==> src/rtl/rng_bit_deserializer.sv <==
`default_nettype none
// ============================================================================
//  Module      : rng_bit_deserializer
//  Description : Serial raw-entropy bit stream to WIDTH-bit parallel words,
//                with optional von Neumann debiasing and a valid/ready
//                word handoff to the downstream conditioner.
//  Revision    : 1.0 - initial release
// ============================================================================
module rng_bit_deserializer #(
   parameter int WIDTH = 32,
   parameter int CNT_W = $clog2(WIDTH) + 1
) (
   input  logic             clk,
   input  logic             rst_n,
   input  logic             en,
   input  logic             vn_en,
   input  logic             bit_in,
   input  logic             bit_vld,
   output logic [WIDTH-1:0] word_out,
   output logic             word_vld,
   input  logic             word_rdy,
   output logic [CNT_W-1:0] bit_cnt,
   output logic             ovf,
   input  logic             ovf_clr
);

   typedef enum logic [0:0] {
      COLLECT = 1'b0,
      HOLD    = 1'b1
   } state_t;

   localparam logic [CNT_W-1:0] c_last_idx = CNT_W'(WIDTH - 1);
   localparam logic [CNT_W-1:0] c_one      = CNT_W'(1);

   state_t           r_state;
   state_t           w_state_nxt;
   logic [WIDTH-1:0] r_word;
   logic [WIDTH-1:0] w_word_nxt;
   logic [CNT_W-1:0] r_cnt;
   logic [CNT_W-1:0] w_cnt_nxt;
   logic             r_ovf;
   logic             w_ovf_nxt;
   logic             r_pair_full;
   logic             w_pair_full_nxt;
   logic             r_pair_bit;
   logic             w_pair_bit_nxt;
   logic             r_vn_prev;
   logic             w_take;
   logic             w_vn_chg;
   logic             w_emit;
   logic             w_ebit;

   // Debiasing front end: decide whether a bit is emitted this cycle and what
   // the pair register holds next. A stored half-pair is discarded whenever
   // collection pauses or the debias mode flips, so it never pairs with a
   // bit sampled under different conditions.
   always_comb begin
      w_take          = en & bit_vld;
      w_vn_chg        = vn_en ^ r_vn_prev;
      w_emit          = 1'b0;
      w_ebit          = 1'b0;
      w_pair_full_nxt = r_pair_full & en & ~w_vn_chg;
      w_pair_bit_nxt  = r_pair_bit;
      if (w_take) begin
         if (!vn_en) begin
            w_emit          = 1'b1;
            w_ebit          = bit_in;
            w_pair_full_nxt = 1'b0;
         end else if (w_pair_full_nxt) begin
            // 01 -> 0, 10 -> 1 (first bit of the pair); 00/11 emit nothing
            w_emit          = r_pair_bit ^ bit_in;
            w_ebit          = r_pair_bit;
            w_pair_full_nxt = 1'b0;
         end else begin
            w_pair_full_nxt = 1'b1;
            w_pair_bit_nxt  = bit_in;
         end
      end
   end

   // Word assembly FSM: next state, word contents, bit count and overflow.
   always_comb begin
      w_state_nxt = r_state;
      w_word_nxt  = r_word;
      w_cnt_nxt   = r_cnt;
      w_ovf_nxt   = r_ovf & ~ovf_clr;
      case (r_state)
         COLLECT: begin
            if (w_emit) begin
               for (int i = 0; i < WIDTH; i++) begin
                  if (r_cnt == CNT_W'(i)) begin
                     w_word_nxt[i] = w_ebit;
                  end
               end
               w_cnt_nxt = r_cnt + c_one;
               if (r_cnt == c_last_idx) begin
                  w_state_nxt = HOLD;
               end
            end
         end
         HOLD: begin
            if (word_rdy) begin
               // A bit arriving on the handshake cycle starts the next word
               w_state_nxt = COLLECT;
               w_cnt_nxt   = w_emit ? c_one : '0;
               if (w_emit) begin
                  w_word_nxt[0] = w_ebit;
               end
            end else if (w_emit) begin
               w_ovf_nxt = 1'b1;
            end
         end
         default: begin
            w_state_nxt = COLLECT;
         end
      endcase
   end

   // State and datapath registers.
   always_ff @(posedge clk or negedge rst_n) begin
      if (!rst_n) begin
         r_state     <= COLLECT;
         r_word      <= '0;
         r_cnt       <= '0;
         r_ovf       <= 1'b0;
         r_pair_full <= 1'b0;
         r_pair_bit  <= 1'b0;
         r_vn_prev   <= 1'b0;
      end else begin
         r_state     <= w_state_nxt;
         r_word      <= w_word_nxt;
         r_cnt       <= w_cnt_nxt;
         r_ovf       <= w_ovf_nxt;
         r_pair_full <= w_pair_full_nxt;
         r_pair_bit  <= w_pair_bit_nxt;
         r_vn_prev   <= vn_en;
      end
   end

   assign word_out = r_word;
   assign word_vld = (r_state == HOLD);
   assign bit_cnt  = r_cnt;
   assign ovf      = r_ovf;

endmodule
`default_nettype wire

==> config.mk <==
export PLATFORM = sky130hd
export DESIGN_NAME = rng_bit_deserializer
export DESIGN_NICKNAME = d
export VERILOG_FILES = /design/src/rtl/rng_bit_deserializer.sv
export SDC_FILE = /design/constraint.sdc
export NUM_CORES = 1
export LEC_CHECK = 0
export BUFFER_PORTS_ARGS = -buffer_cell sky130_fd_sc_hd__buf_2
export CAP_MARGIN = 20
export CORE_UTILIZATION = 50
export CTS_BUF_LIST = sky130_fd_sc_hd__clkbuf_8
export DETAILED_ROUTE_END_ITERATION = 7
export GPL_ROUTABILITY_DRIVEN = 0
export PLACE_DENSITY = 0.74
export SYNTH_ARGS = -nofsm -noshare
export SYNTH_HDL_FRONTEND = slang
export SYNTH_SLANG_ARGS = --single-unit
export TNS_END_PERCENT = 50
==> constraint.sdc <==
create_clock -name clk -period 2.22 [get_ports clk]
set_input_delay 0.333 -clock clk [delete_from_list [all_inputs] [get_ports clk]]
set_output_delay 0.333 -clock clk [all_outputs]
set_load 0.01 [all_outputs]
==> run metrics <==
status=finished, final reports clean; CP bufs+invs=1; Synth area leaders=dfrtp_1 (49%), mux2_2 (12%), mux2_4 (6.8%), nand3_1 (4.8%), nand4_1 (3.7%); arrival time worst endpoint=2.04 ns; nets=250; Seq/Total Area, Yosys=48.9%; RSZ-0062 raised after global routing=false; total of max-cap violations=0; Pwr Density=772 nW/um^2; Post-Layout Cell Count=289; Startpoint Class=flop; skew final=0.00603 ns; Top delay family on crit path=flip-flops; Worst Hold Class=primary input to async pin; top post-synthesis cells by count=dfrtp_1 (43), mux2_2 (23), nand3_1 (21); CTS sink cnt=43; Port Buffer Count=47; Starting Density=53.5%; Root Buffer Master=clkbuf_8; Die H=68.3 um; DRC Markers=0; vias per cell=5.52; minimum clock period=1.85 ns; GRT Resource Usage Total=22.1%; share of cells above drive strength 1=43.5%; wire per inst=15.7 um; Top Ports=48; first-pass GRT wire length=7420 um; Req. time, crit path=2.40 ns; placed insts=281; Mean Syn Cell Area=11.5 sq um; CP Class=flop to flop; Mapped Cells=191; share of flip-flops with an asynchronous set or reset=100%; core area=4120 sq um; peak supply drop=0.410 mV; CTS tree=built; count leader, synth=dfrtp_1; Final TNS setup=0 ns; initial antenna violation count=0; clk_lat worst skew=0.30 ns; vias in the first global route=1505; slowest cell on the critical path=dfrtp_1; FMAX=540 MHz; Syn Std Cell Area=2200 sq um; worst hold slack=0.102 ns; htree depth=2; area delta synth->final=17.2%; Die ar.=4670 sq um; share of the synthesized area in the top cell type=48.9%; clock-pin transition on the worst setup and hold timing paths=0.08 ns; critical path cell sequence=xnor2_1 > a2111oi_4 > buf_4 > nand3_1 > mux2_2; largest net degree at the start of global routing=44; worst-path fanout max=16; Post-synth EDFFs=0; Slew Limit Fails=0; cell row count=23; Synthesized Nets=203; drt first-iter violations=160; post-CTS setup buffers=0; antenna-violating nets left=0; die span in x=68.3 um; CTS resizes=0; Final setup viols=0; TritonCTS Buffers=5; Final Cycle Share=83.5%; slowest stage delay, CP=0.42 ns; CTS Buffer Depth=2; Crit. End Element=flop; max_slew headroom=60.0%; fin area=2580 sq um; Synth Register Bits=43; Pre-antenna DRT Iters=4; placed cell areas=2490 sq um; Most used DFF post-synth=dfrtp_1; total gr overflow=0; Distinct cells, synth=34; Yosys Warn Count=0; leakage=0.00132 uW; number of diodes=0; DP HPWL=3080 um; Hold Fails Final Rpt=0; # hold bufs at CTS=0; Vias=1594; Worst Tran Pin Value=0.585 ns; post-synth top area cell=dfrtp_1; Total Wirelength=4540 um
## worst reg2reg max path: stages, from the launching register on
cell	delay, ns
dfrtp_1	0.42
xnor2_1	0.25
a2111oi_4	0.38
buf_4	0.25
nand3_1	0.14
mux2_2	0.30
## stage by stage
step                power [uW]  util, %  setup WS (ns)
finish                    1990     62.7          0.367
global route              2120     62.7          0.265
CTS                       2000     62.7          0.384
detailed placement        1510     60.6          0.353
global placement          1500     60.6          0.372
floorplan                 1320        -          0.417
## cells by family (layout without fill, tap and decap cells)
logic type | after synthesis | in the layout | share of synthesized area (%)
simple gates | 63 | 63 | 15.5
compound gates | 21 | 21 | 7.56
flops | 43 | 43 | 48.9
buf+inv | 22 | 70 | 5.12
fa+ha+maj | 4 | 4 | 2.27
xor+xnor | 3 | 3 | 1.19
mux | 35 | 35 | 19.5
## routing by layer
metal	vias up	GRT usage, %	part of all wire, %
met3	7	4.67	3.5
met1	761	30.6	50
met2	40	33.3	45
met5	-	0	0
li1	786	-	-
met4	0	8.59	1.5
## report_power, final
part	internal [uW]	switching, uW	total (uW)
Clock	215	272	488
Combinational	219	344	563
Sequential	837	104	941
## final timing paths
check                                         start                        to  slack [ns]  depth (start not counted)
max                          r_pair_bit$_DFFE_PN0P_  word_out[31]$_DFFE_PN0P_        0.37                          5
min                                           rst_n  word_out[23]$_DFFE_PN0P_        0.10                          2
max reg2reg                  r_pair_bit$_DFFE_PN0P_  word_out[31]$_DFFE_PN0P_        0.37                          5
min reg2reg                word_out[20]$_DFFE_PN0P_  word_out[20]$_DFFE_PN0P_        0.50                          1
max in group asynchronous                     rst_n    bit_cnt[2]$_DFFE_PN0P_        1.76                          2
min in group clk                            ovf_clr             ovf$_DFF_PN0_        0.21                          2
## sequential cells by signal, indices dropped and copies added, names as in the netlist
register	flops
bit_cnt	6
r_vn_prev	1
word_vld	1
word_out	32
r_pair_bit	1
ovf	1
r_pair_full	1
## final cells by class
| class | count | area (sq um) |
|---|---|---|
| fill | 345 | 1540 |
| multi-input combinational | 126 | 1020 |
| sequential | 43 | 1080 |
| clock buffer | 5 | 68.8 |
| inverter | 4 | 15.0 |
| clock inverter | 3 | 16.3 |
| tap | 50 | 62.6 |
| timing repair buffer | 58 | 318 |
## placed cells by master, fill, tap and decap left out, types with 4 or more instances in the layout
cell type / Yosys / routed
dfrtp_1: 43 / 43
ha_1: 4 / 4
nand2_1: 9 / 9
a21oi_1: 5 / 5
mux2_2: 23 / 23
inv_1: 4 / 5
buf_2: 8 / 47
nor2_1: 4 / 4
mux2_4: 10 / 10
buf_4: 1 / 11
clkbuf_8: 0 / 5
nand4_1: 13 / 13
nand3_1: 21 / 21
nor2b_1: 7 / 7
(Power assumes the default switching activity.)
